`src/rtl/rx_pkg.sv`:
```
// ----------------------------------------------------------------------------
// rx_pkg
// Shared definitions for the receive path: the special line symbols and the
// byte-alignment state encoding. Imported by the serial-to-parallel converter,
// the 1x2 byte demux and the other RX stages.
// ----------------------------------------------------------------------------
package rx_pkg;

    // Alignment / comma symbol. A run of these on byte boundaries locks the
    // receiver's byte phase.
    localparam logic [7:0] COM_SYM  = 8'hBC;

    // Idle filler symbol. Never forwarded as payload.
    localparam logic [7:0] IDLE_SYM = 8'h7C;

    // Byte-alignment states.
    //   HUNT   : bit-by-bit search for a COM at any offset
    //   ALIGN  : phase fixed, counting consecutive COMs on byte boundaries
    //   ACTIVE : locked; every 8th bit completes a byte (left only by reset)
    typedef enum logic [1:0] {
        HUNT   = 2'd0,
        ALIGN  = 2'd1,
        ACTIVE = 2'd2
    } rx_state_t;

endpackage : rx_pkg

```
`src/rtl/rx_serial_to_parallel.sv`:
```
// ----------------------------------------------------------------------------
// rx_serial_to_parallel
// Deserialises a 1-bit MSB-first stream into bytes. Byte alignment is acquired
// by finding a COM at any bit offset and then seeing COM_COUNT consecutive COMs
// on the same byte phase. Once locked, every completed byte is presented on
// data_out with a one-cycle byte_strobe; IDLE and COM bytes carry valid_out=0
// so only payload reaches the downstream demux lanes.
//
// Parameters:
//   COM        alignment / comma symbol           (default 8'hBC)
//   IDLE       idle filler symbol                 (default 8'h7C)
//   COM_COUNT  consecutive aligned COMs to lock   (1..15, default 4)
//
// Ports:
//   clk          in   bit clock, one serial bit sampled per rising edge
//   reset        in   synchronous, active-high
//   serial_in    in   serial data, MSB first
//   data_out     out  [7:0] last completed byte (registered)
//   valid_out    out  data_out holds payload (registered)
//   byte_strobe  out  one-cycle pulse when data_out updates
//   active       out  alignment locked (registered)
// ----------------------------------------------------------------------------
module rx_serial_to_parallel
    import rx_pkg::*;
#(
    parameter logic [7:0] COM       = COM_SYM,
    parameter logic [7:0] IDLE      = IDLE_SYM,
    parameter int         COM_COUNT = 4
) (
    input  logic       clk,
    input  logic       reset,
    input  logic       serial_in,
    output logic [7:0] data_out,
    output logic       valid_out,
    output logic       byte_strobe,
    output logic       active
);

    localparam logic [3:0] COM_COUNT_L = 4'(COM_COUNT);

    logic [7:0] shreg_reg;
    logic [2:0] bit_cnt_reg;
    logic [3:0] com_cnt_reg;
    rx_state_t  state_reg;

    // The byte that would be complete if this edge were a byte boundary:
    // the last seven sampled bits plus the bit being sampled now.
    logic [7:0] byte_now;
    logic       boundary;
    logic       now_is_com;
    logic       now_is_idle;

    assign byte_now    = {shreg_reg[6:0], serial_in};
    assign boundary    = (bit_cnt_reg == 3'd7);
    assign now_is_com  = (byte_now == COM);
    assign now_is_idle = (byte_now == IDLE);

    always_ff @(posedge clk) begin
        if (reset) begin
            shreg_reg   <= 8'h00;
            bit_cnt_reg <= 3'd0;
            com_cnt_reg <= 4'd0;
            state_reg   <= HUNT;
            data_out    <= 8'h00;
            valid_out   <= 1'b0;
            byte_strobe <= 1'b0;
            active      <= 1'b0;
        end else begin
            // The shift register runs in every state so a byte is always
            // available regardless of where alignment stands.
            shreg_reg   <= byte_now;
            byte_strobe <= 1'b0;

            case (state_reg)
                HUNT: begin
                    // The first COM seen at any offset fixes the byte phase:
                    // clearing bit_cnt here puts the next boundary 8 edges on.
                    if (now_is_com) begin
                        bit_cnt_reg <= 3'd0;
                        com_cnt_reg <= 4'd1;
                        if (COM_COUNT == 1) begin
                            state_reg <= ACTIVE;
                            active    <= 1'b1;
                        end else begin
                            state_reg <= ALIGN;
                        end
                    end
                end

                ALIGN: begin
                    bit_cnt_reg <= bit_cnt_reg + 3'd1;
                    if (boundary) begin
                        if (now_is_com) begin
                            com_cnt_reg <= com_cnt_reg + 4'd1;
                            if (com_cnt_reg + 4'd1 == COM_COUNT_L) begin
                                state_reg <= ACTIVE;
                                active    <= 1'b1;
                            end
                        end else begin
                            // Broken COM run: resume the bit-level search on
                            // the following edge.
                            state_reg   <= HUNT;
                            com_cnt_reg <= 4'd0;
                            bit_cnt_reg <= 3'd0;
                        end
                    end
                end

                ACTIVE: begin
                    // bit_cnt wrapped to 0 on the locking edge, so boundaries
                    // keep the phase established in HUNT.
                    bit_cnt_reg <= bit_cnt_reg + 3'd1;
                    if (boundary) begin
                        data_out    <= byte_now;
                        byte_strobe <= 1'b1;
                        valid_out   <= !(now_is_idle || now_is_com);
                    end
                end

                default: begin
                    state_reg <= HUNT;
                end
            endcase
        end
    end

endmodule : rx_serial_to_parallel

```
`config.mk`:
```
export PLATFORM = sky130hd
export DESIGN_NAME = rx_serial_to_parallel
export DESIGN_NICKNAME = d
export VERILOG_FILES = /design/src/rtl/rx_pkg.sv /design/src/rtl/rx_serial_to_parallel.sv
export SDC_FILE = /design/constraint.sdc
export NUM_CORES = 1
export LEC_CHECK = 0
export CELL_PAD_IN_SITES_DETAIL_PLACEMENT = 0
export CELL_PAD_IN_SITES_GLOBAL_PLACEMENT = 2
export CORE_ASPECT_RATIO = 0.9
export CORE_MARGIN = 4
export CORE_UTILIZATION = 33
export CTS_CLUSTER_DIAMETER = 30
export DETAILED_ROUTE_END_ITERATION = 6
export GPL_TIMING_DRIVEN = 0
export PLACE_DENSITY = 0.87
export REMOVE_ABC_BUFFERS = 1
export SETUP_SLACK_MARGIN = 0.4
export SKIP_CTS_REPAIR_TIMING = 1
export SYNTH_ARGS = -nofsm -noshare
export SYNTH_HDL_FRONTEND = slang
export SYNTH_SLANG_ARGS = --single-unit
```
`constraint.sdc`:
```
create_clock -name clk -period 2.2 [get_ports clk]
set_clock_uncertainty 0.1 [all_clocks]
set_input_delay 0.33 -clock clk [delete_from_list [all_inputs] [get_ports clk]]
set_output_delay 0.33 -clock clk [all_outputs]
set_load 0.005 [all_outputs]
```
### After elaboration in Yosys (flattened, before gate mapping)

Cells that the tools add are included.
Widths: inputs -> output; s select.

* bits in registers: 27
* input port bits: 3
* output and inout port bits: 11
* logic and storage cells: 45

* $add $sub $neg: 2
* eq/ne operators: 9
* mux-type cells: 14
* bitwise gates (word level): 1
* reductions and logical operators: 11

Operators by type and width (count)
* $mux 4: 3
* $mux 3: 3
* $pmux 3 s3: 1
* $eq 8x7->1 const B: 1
* $eq 8x8->1 const B: 1
* $mux 2: 4
* $pmux 4 s2: 1
* $reduce_and 4->1: 2
* $pmux 2 s3: 1
* $add 4x1->4 const B: 1
* $eq 4x3->1 const B: 1
* $ne 2x2->1 const B: 2
* $reduce_and 2->1: 2
* $add 3x1->3 const B: 1
* $eq 3x3->1 const B: 1
* $ne 3x3->1 const B: 1
* $reduce_and 3->1: 1
* $reduce_bool 3->1: 1
* $eq 2x1->1 const B: 1
* $eq 2x2->1 const B: 1
* $logic_not 2->1: 1
* $reduce_bool 2->1: 1
* $reduce_or 2->1: 1
* $logic_not 1->1: 1
* 3 further kinds: 3

### Depth between registers and ports, before layout

Gate-level depths: netlist of the first run.

* depth after elaboration: 6
* depth in mapped cells: 8
* depth with buffers taken out: 7

### Worst setup path after synthesis of the first run

No wires, ideal clock.

* path kind: register -> register
* start: register state_reg[1]
* end: register state_reg[0]
* library setup time: 72 ps
* arrival: 1568 ps
* required time: 2028 ps
* setup slack: 461 ps
* cell stages (with the launch flop): 8
* path buffers: 1
* clock period less this slack: 1739 ps
* cell sequence: dfxtp_1 > inv_1 > ha_1 > buf_2 > inv_1 > or4_4 > o21ai_1 > mux2i_1

* word-level cells in the longest chain between the ends: 3
* elaborated cells on any way between the ends: 9
* classes of those cells: eq/ne: 5; mux: 1; bitwise: 1; reduce/logical: 2

Ends and longest elaborated chain
* start: declaration: RTL line rx_serial_to_parallel.sv:44 `rx_state_t state_reg;`
* start signal: assignment: RTL line rx_serial_to_parallel.sv:63 `state_reg <= HUNT;`
* start signal: assignment: RTL line rx_serial_to_parallel.sv:82 `state_reg <= ACTIVE;`
* start signal: assignment: RTL line rx_serial_to_parallel.sv:85 `state_reg <= ALIGN;`
* $eq 2x1->1 (tied with other cells): RTL line rx_serial_to_parallel.sv:74 `case (state_reg)`
* $ne 3x3->1 (no line) (tied with other cells)
* $reduce_and 4->1 (no line)

Parallel ways exist; a longest one is shown, timed or not.
A chain may end at the register's enable or synchronous reset.

### Worst setup path in the final report of the first run

Ends and elaborated chain as after synthesis.

==> impl_metrics.csv, run 1 <==
group,metric,value,unit
status,run_status,"complete, no violations",
timing,rsz0062_at_grt,"true",
power_and_ir_drop,power_leakage,0.000568,uW
final_layout,largest_reg_flops,8,
synth,yosys.cell_types.count,35,
synth,synth_adder_area_share,0.0731,
timing,setup-violations-final,0,
clocking,root_buffer,"clkbuf_8",
synth,mappedNetlistArea,1200,um^2
floorplan,die_x,71.5,um
synth,synth_top_family_by_area,"simple AND/OR/NAND/NOR gates",
timing,hold_viol_final,0,
synth,synth_flop_cell,"dfxtp_1",
floorplan,die_h,65.1,um
drt,wirelength,2290,um
setup_path,worstPathArrival,1.82,ns
setup_path,crit_type,"reg -> reg",
floorplan,initial_core_util,0.349,
final_layout,area_growth,25.2,%
timing,layout_setup_ws,0.477,ns
power_and_ir_drop,power_density,536,nW/um^2
global_routing,first_global_vias,922,
synth,yosys.area_share.simple,0.277,
synth,synth_most_common_cell,"dfxtp_1",
final_layout,fin_util,0.437,
placement,post-place-cells,188,
job,max_cap_viol_count,0,
setup_path,cp.required,2.30,ns
floorplan,die_area,4660,um^2
final_layout,drive_above_1_share,0.156,
final_layout,n_antenna_cell,0,
placement,dp_slack,-0.0718,ns
drt,drtAntennaViolNets,0,
global_routing,grt_usage,0.108,
timing,layout_min_cycle_time,1.72,ns
placement,io_buffers,13,
synth,yosysSeqAreaShare,0.451,
synth,synth.area.top_cells,"dfxtp_1, nand2_1, ha_1, a21oi_1, nor2b_1",
synth,synth_xor_area_frac,0.00731,
clocking,htreeDepth,1,
hold_path,hold_start,"serial_in",
final_layout,fin_nets,165,
setup_path,cp_max_fo,5,
timing,slew_headroom,0.335,
drt,drt_pre_antenna_iters,4,
clocking,clkTransAtPathRegs,0.09,ns
synth,yosysTopAreaCell,"dfxtp_1",
synth,netlist_instances,136,
clocking,cts_sinks,27,
drt,post-route-drc-count,0,
power_and_ir_drop,total_power,803,uW
placement,post-dp-hpwl,1620,um
global_routing,grt_max_degree,30,
hold_path,hold_class,"in -> reg",
drt,drtIter0Drc,28,
drt,detail_route.wl_per_cell,11.6,um
floorplan,rows,20,
clocking,cts_buffer_depth,2,
drt,routed_via_density,4.76,
floorplan,coreArea,3430,um^2
clocking,clock_latency,0.27,ns
hold_path,whs_endpoint,"shreg_reg[0]",
setup_path,reg2reg_depth,6,
synth,synth_top_area_frac,0.451,
clocking,cts_tree,"yes",
global_routing,grt_pass1_wl,4030,um
synth,synth-seq-cells,27,
clocking,cts_buffers,3,
synth,ys.warnings.count,0,
synth,synth_edf_count,0,
timing,period_share,0.783,
setup_path,endpoint_kind,"flop",
hold_path,hold-path-cell-count,2,
placement,gp_congestion,0.717,
power_and_ir_drop,ir_drop,0.000385,V
setup_path,r2r_slack,0.48,ns
timing,fin_setup_tns,0,ns
timing,slew_viol_final,0,
floorplan,pin_count,14,
synth,synth_compound_area_frac,0.154,
synth,avgSynthCellArea,8.80,um^2
global_routing,gr-total-overflow,0,
synth,synth_commonest_cells,"dfxtp_1, nand2_1, a21oi_1",
timing,tightest_slew,0.996,ns
synth,synthMuxAreaShare,0.00836,
setup_path,r2r-start,"state_reg[1]",
synth,synthArstFlopShare,0,
timing,fmax,580,MHz
setup_path,rr_endpoint,"state_reg[0]",
final_layout,fin_cells,198,
drt,vias,943,
global_routing,antenna_found_initial,0,
setup_path,critPathLaunchType,"flop",
-- report_power, final --
part	leakage (uW)	switching, uW	internal [uW]
clock	0.0000217	155	128
sequential	0.000220	5.74	494
combinational	0.000326	10.7	9.55
-- layout by cell type, fill, tap and decap left out, drive strengths merged, types with 2 or more instances in the layout --
| cell type | netlist | layout |
|---|---|---|
| a211oi | 2 | 2 |
| a21oi | 15 | 15 |
| buf | 2 | 6 |
| clkbuf | 3 | 3 |
| clkdlybuf4s50 | 0 | 11 |
| dfxtp | 27 | 27 |
| dlymetal6s2s | 0 | 2 |
| ha | 7 | 7 |
| inv | 4 | 4 |
| nand2 | 25 | 25 |
| nand2b | 5 | 5 |
| nand4 | 2 | 2 |
| nor2 | 6 | 6 |
| nor2b | 9 | 9 |
| nor3 | 3 | 3 |
| o2111ai | 2 | 2 |
| o211ai | 2 | 2 |
| o21ai | 5 | 5 |
| or3 | 2 | 2 |
-- kinds of logic (layout without fill, tap and decap cells) --
| kind of cell | Yosys count | after routing |
|---|---|---|
| xor+xnor | 1 | 1 |
| simple gates | 61 | 61 |
| flops | 27 | 27 |
| fa+ha+maj | 7 | 7 |
| buf+inv | 9 | 27 |
| mux | 1 | 1 |
| compound gates | 30 | 30 |
-- critical path, stage by stage (launching register included) --
cell,delay (ns)
dfxtp_1,0.35
inv_2,0.08
ha_4,0.16
inv_1,0.04
or4_4,0.55
o21ai_1,0.18
mux2i_1,0.19
-- layout make-up --
type / count / area [um^2]
sequential: 27 / 547
timing repair buffer: 19 / 180
clock buffer: 3 / 41.3
tap: 44 / 55.1
clock inverter: 1 / 7.51
fill: 348 / 1930
inverter: 4 / 15.0
multi-input combinational: 100 / 653
-- worst max-delay path by stage --
stage	startpoint	cells after the start	to	slack (ns)
after floorplan	state_reg[1]	6	state_reg[0]	0.46
after global placement	serial_in	6	com_cnt_reg[2]	-0.05
after detailed placement	serial_in	6	com_cnt_reg[3]	-0.07
after CTS	serial_in	6	com_cnt_reg[3]	0.22
after global routing	state_reg[1]	7	com_cnt_reg[2]	0.35
final	state_reg[1]	6	state_reg[0]	0.48
-- metrics by stage --
step	hold WS [ns]	instance area (um^2)
global placement	0.344	1360
global route	0.270	1500
finish	0.246	1500
CTS	0.362	1410
floorplan	0.299	1180
detailed placement	0.349	1360
-- routing by layer --
metal | global-route usage | share of wire
met5 | 0 | 0
met1 | 0.136 | 0.51
met2 | 0.178 | 0.45
met4 | 0.0211 | 0.0044
met3 | 0.0367 | 0.033
No activity file was read; power rests on OpenSTA's default activity.
==> run 2, diff against run 1 <==
Clock period 2.2 ns to 1.6 ns, I/O delays scaled along.
==> run 2 against run 1 <==
Die area unchanged. Hold slack lost 0.080 ns. Clock power increased by 38%. The flow now finishes with violations (setup timing). Register-to-register slack worse by 0.55 ns. Critical endpoint unchanged. Critical path type unchanged. Total power grew 39%. Clock-buffer cell count is the same.
==> impl_metrics.csv, run 2 (synthesized netlist as in run 1, its figures left out) <==
group,metric,value,unit
setup_path,critPathLaunchType,"flop",
clocking,root_buffer,"clkbuf_8",
floorplan,die_area,4660,um^2
clocking,clock_latency,0.27,ns
timing,hold_viol_final,0,
drt,post-route-drc-count,0,
drt,routed_via_density,4.92,
timing,rsz0062_at_grt,"true",
setup_path,cp_max_fo,5,
final_layout,fin_util,0.517,
floorplan,pin_count,14,
timing,period_share,1.05,
drt,detail_route.wl_per_cell,12.9,um
job,max_cap_viol_count,0,
clocking,cts_buffers,3,
clocking,cts_tree,"yes",
drt,drtIter0Drc,30,
hold_path,hold_class,"in -> reg",
global_routing,antenna_found_initial,0,
setup_path,crit_type,"reg -> reg",
power_and_ir_drop,pwr-share-seq,0.610,
setup_path,worstPathArrival,1.78,ns
timing,hold_ws,0.166,ns
global_routing,gr-total-overflow,0,
power_and_ir_drop,power_frac_comb,0.037,
power_and_ir_drop,p_sw,243,uW
drt,drt_pre_antenna_iters,4,
final_layout,largest_reg_flops,8,
placement,io_buffers,13,
timing,layout_setup_ws,-0.0734,ns
placement,gp_congestion,0.717,
timing,setup-violations-final,5,
global_routing,first_global_vias,922,
final_layout,final_cell_mix,"nand2_1, dlymetal6s2s_1, buf_4",
timing,layout_min_cycle_time,1.67,ns
power_and_ir_drop,total_power,1110,uW
final_layout,n_antenna_cell,0,
clocking,clkTransAtPathRegs,0.09,ns
final_layout,fin_cells,209,
floorplan,coreArea,3430,um^2
floorplan,initial_core_util,0.349,
floorplan,die_h,65.1,um
final_layout,drive_above_1_share,0.412,
timing,fmax,598,MHz
drt,drtAntennaViolNets,0,
floorplan,rows,20,
status,run_status,"finished, violations left",
global_routing,grt_usage,0.108,
power_and_ir_drop,switching_share,0.218,
global_routing,grt_pass1_wl,4030,um
power_and_ir_drop,p_int,871,uW
global_routing,grt_max_degree,30,
timing,tightest_slew,1.06,ns
setup_path,cp.required,1.70,ns
floorplan,die_x,71.5,um
final_layout,layout_commonest_cell,"nand2_1",
timing,slew_viol_final,0,
placement,post-place-cells,188,
power_and_ir_drop,ir_drop,0.000535,V
power_and_ir_drop,power_density,628,nW/um^2
timing,slew_headroom,0.291,
power_and_ir_drop,power_leakage,0.000834,uW
final_layout,fin_nets,176,
placement,post-dp-hpwl,1620,um
drt,vias,1028,
power_and_ir_drop,pwr-share-clk,0.353,
clocking,cts_sinks,27,
clocking,cts_buffer_depth,2,
setup_path,endpoint_kind,"flop",
clocking,htreeDepth,1,
drt,wirelength,2690,um
final_layout,area_growth,48.1,%
status,violations,"setup timing",
run 2: worst max-delay path, stage by stage (launching register included):
cell and delay (ns):
dfxtp_2 0.35, inv_2 0.07, ha_4 0.16, inv_2 0.03
or4_4 0.55, o21ai_2 0.15, mux2i_1 0.18
run 2: power by group through the flow:
| stage | Combinational, uW | Clock [uW] | Sequential, uW |
|---|---|---|---|
| final | 41.0 | 393 | 680 |
| after global routing | 45.6 | 440 | 682 |
| after CTS | 27.8 | 411 | 686 |
| after detailed placement | 27.6 | 0 | 701 |
| after global placement | 27.2 | 0 | 701 |
| after floorplan | 11.1 | 0 | 700 |
run 2: final cells by class:
type                    count  area, um^2
fillers                   315        1660
clock buffers               3        41.3
well taps                  44        55.1
multi-input cells         101         787
flip-flops and latches     27         573
repair buffers             29         294
inverters                   4        15.0
clock inverters             1        7.51
run 2: path summary, 6_finish.rpt:
check | cells past startpoint | slack [ns] | startpoint | to
setup / recovery | 6 | -0.07 | state_reg[1] | state_reg[0]
hold / removal | 3 | 0.17 | serial_in | data_out[0]
setup reg to reg | 6 | -0.07 | state_reg[1] | state_reg[0]
hold reg to reg | 2 | 0.36 | data_out[6] | data_out[6]
run 2: metal layers:
metal	part of all wire	track usage
met5	0	0
met3	0.027	0.0367
met4	0.0037	0.0211
met1	0.47	0.136
met2	0.50	0.178
run 2: metrics by stage:
stage               instance area, um^2  TNS, ns  worst slack, ns
finish                             1770   -0.182          -0.0734
global route                       1770   -0.814           -0.140
CTS                                1410    -2.35           -0.373
detailed placement                 1360    -6.99           -0.582
global placement                   1360    -6.32           -0.558
floorplan                          1180   -0.266           -0.143
==> run 3, diff against run 2 <==
Settings changed: MAX_ROUTING_LAYER from default to met4, SETUP_SLACK_MARGIN 0.4 to default.
==> run 3 against run 2 <==
Total power is 0.32% lower. Combinational power is 4% lower. Largest power group unchanged. Sequential power hardly changed. The run still ends with setup timing left. Critical path depth stayed put. Global-route usage is 0.29 points higher. Wire length is 11% lower. Via count is 5.7% lower. Highest routed layer unchanged.
==> impl_metrics.csv, run 3 (synthesized netlist as in run 1, its figures left out) <==
group,metric,value,unit
clocking,cts_buffer_depth,2,
floorplan,die_h,65.1,um
drt,wirelength,2380,um
setup_path,endpoint_kind,"flop",
setup_path,crit_chain,"inv_2 > ha_4 > inv_2 > or4_4 > o21ai_2 > mux2i_1",
setup_path,critPathLaunchType,"flop",
timing,hold_ws,0.157,ns
drt,drt_pre_antenna_iters,4,
setup_path,cp_slowest_stage_delay,0.54,ns
status,run_status,"finished, violations left",
job,max_cap_viol_count,0,
power_and_ir_drop,switching_share,0.214,
global_routing,grt_max_degree,30,
drt,detail_route.wl_per_cell,11.8,um
drt,post-route-drc-count,0,
final_layout,area_growth,34.5,%
final_layout,final_cell_mix,"nand2_1, dfxtp_1, a21oi_1, clkdlybuf4s50_1, buf_4",
clocking,root_buffer,"clkbuf_8",
drt,drtIter0Drc,41,
placement,io_buffers,13,
power_and_ir_drop,p_int,872,uW
drt,drtAntennaViolNets,0,
clocking,cts_sinks,27,
setup_path,cp.required,1.70,ns
global_routing,gr-total-overflow,0,
clocking,clkTransAtPathRegs,0.09,ns
setup_path,worstPathArrival,1.77,ns
final_layout,drive_above_1_share,0.291,
drt,vias,969,
setup_path,path_common_cell,"inv_2",
final_layout,largest_reg_flops,8,
final_layout,fin_nets,169,
timing,layout_min_cycle_time,1.66,ns
floorplan,die_x,71.5,um
power_and_ir_drop,total_power,1110,uW
timing,slew_headroom,0.352,
drt,routed_via_density,4.80,
timing,hold_viol_final,0,
power_and_ir_drop,ir_drop,0.000530,V
status,violations,"setup timing",
power_and_ir_drop,power_frac_comb,0.036,
timing,tightest_slew,0.970,ns
final_layout,n_antenna_cell,0,
power_and_ir_drop,power_density,690,nW/um^2
floorplan,initial_core_util,0.349,
power_and_ir_drop,power_leakage,0.000589,uW
floorplan,rows,20,
timing,rsz0062_at_grt,"true",
power_and_ir_drop,pwr-share-clk,0.350,
setup_path,cp_max_fo,4,
setup_path,crit_slowest_cell,"or4_4",
global_routing,grt_usage,0.110,
placement,post-place-cells,188,
final_layout,fin_cells,202,
power_and_ir_drop,pwr-share-seq,0.614,
setup_path,cpLargestDelayFamily,"simple AND/OR/NAND/NOR gates",
clocking,htreeDepth,1,
clocking,clock_latency,0.27,ns
clocking,cts_tree,"yes",
timing,setup-violations-final,5,
final_layout,fillers,330,
hold_path,hold_class,"in -> reg",
clocking,cts_buffers,3,
timing,period_share,1.04,
timing,slew_viol_final,0,
final_layout,layout_commonest_cell,"nand2_1",
global_routing,antenna_found_initial,0,
setup_path,crit_type,"reg -> reg",
global_routing,grt_pass1_wl,4040,um
timing,fmax,601,MHz
floorplan,pin_count,14,
placement,post-dp-hpwl,1620,um
timing,layout_setup_ws,-0.0648,ns
floorplan,die_area,4660,um^2
global_routing,first_global_vias,918,
power_and_ir_drop,p_sw,238,uW
setup_path,cp_num_buf_inv,2,
floorplan,coreArea,3430,um^2
placement,gp_congestion,0.726,
## run 3: through the flow
stage / cell area [um^2] / setup TNS, ns / setup slack (ns) / utilization
6_report: 1610 / -0.219 / -0.0648 / 0.470
5_1_grt: 1610 / -0.852 / -0.172 / 0.470
4_1_cts: 1410 / -2.35 / -0.373 / 0.412
3_5_place_dp: 1360 / -6.99 / -0.582 / 0.397
3_3_place_gp: 1360 / -6.32 / -0.558 / 0.397
2_1_floorplan: 1180 / -0.266 / -0.143 / -
## run 3: worst register-to-register path, stage by stage (launching register included)
cell and delay [ns]:
dfxtp_2 0.35, inv_2 0.08, ha_4 0.17, inv_2 0.03
or4_4 0.54, o21ai_2 0.15, mux2i_1 0.19
## run 3: path summary, 6_finish.rpt
path	from	to	slack, ns	depth (start not counted)
worst max register to register	state_reg[1]	state_reg[0]	-0.06	6
worst min-delay path	serial_in	shreg_reg[0]	0.16	2
worst max-delay path	state_reg[1]	state_reg[0]	-0.06	6
worst min register to register	data_out[6]	data_out[6]	0.36	2
## run 3: layer usage
| metal | GRT usage | up-vias | part of all wire |
|---|---|---|---|
| met5 | - | - | 0 |
| met4 | 0.0211 | 0 | 0.0042 |
| met3 | 0.0352 | 2 | 0.028 |
| met2 | 0.178 | 11 | 0.47 |
| met1 | 0.137 | 444 | 0.49 |
| li1 | - | 512 | - |
## run 3: cell type report
type / instances / area (um^2) / share of cell area
clock inverters: 1 / 7.51 / 0.00466
multi-input cells: 100 / 713 / 0.443
repair buffers: 23 / 214 / 0.133
inverters: 4 / 15.0 / 0.00932
flip-flops and latches: 27 / 564 / 0.350
well taps: 44 / 55.1 / 0.0342
clock buffers: 3 / 41.3 / 0.0256
## run 3: power groups by stage
stage          Sequential [uW]  Combinational, uW  Clock, uW
2_1_floorplan              700               11.1          0
3_3_place_gp               701               27.2          0
3_5_place_dp               701               27.6          0
4_1_cts                    686               27.8        411
5_1_grt                    684               44.4        440
6_report                   682               39.5        389
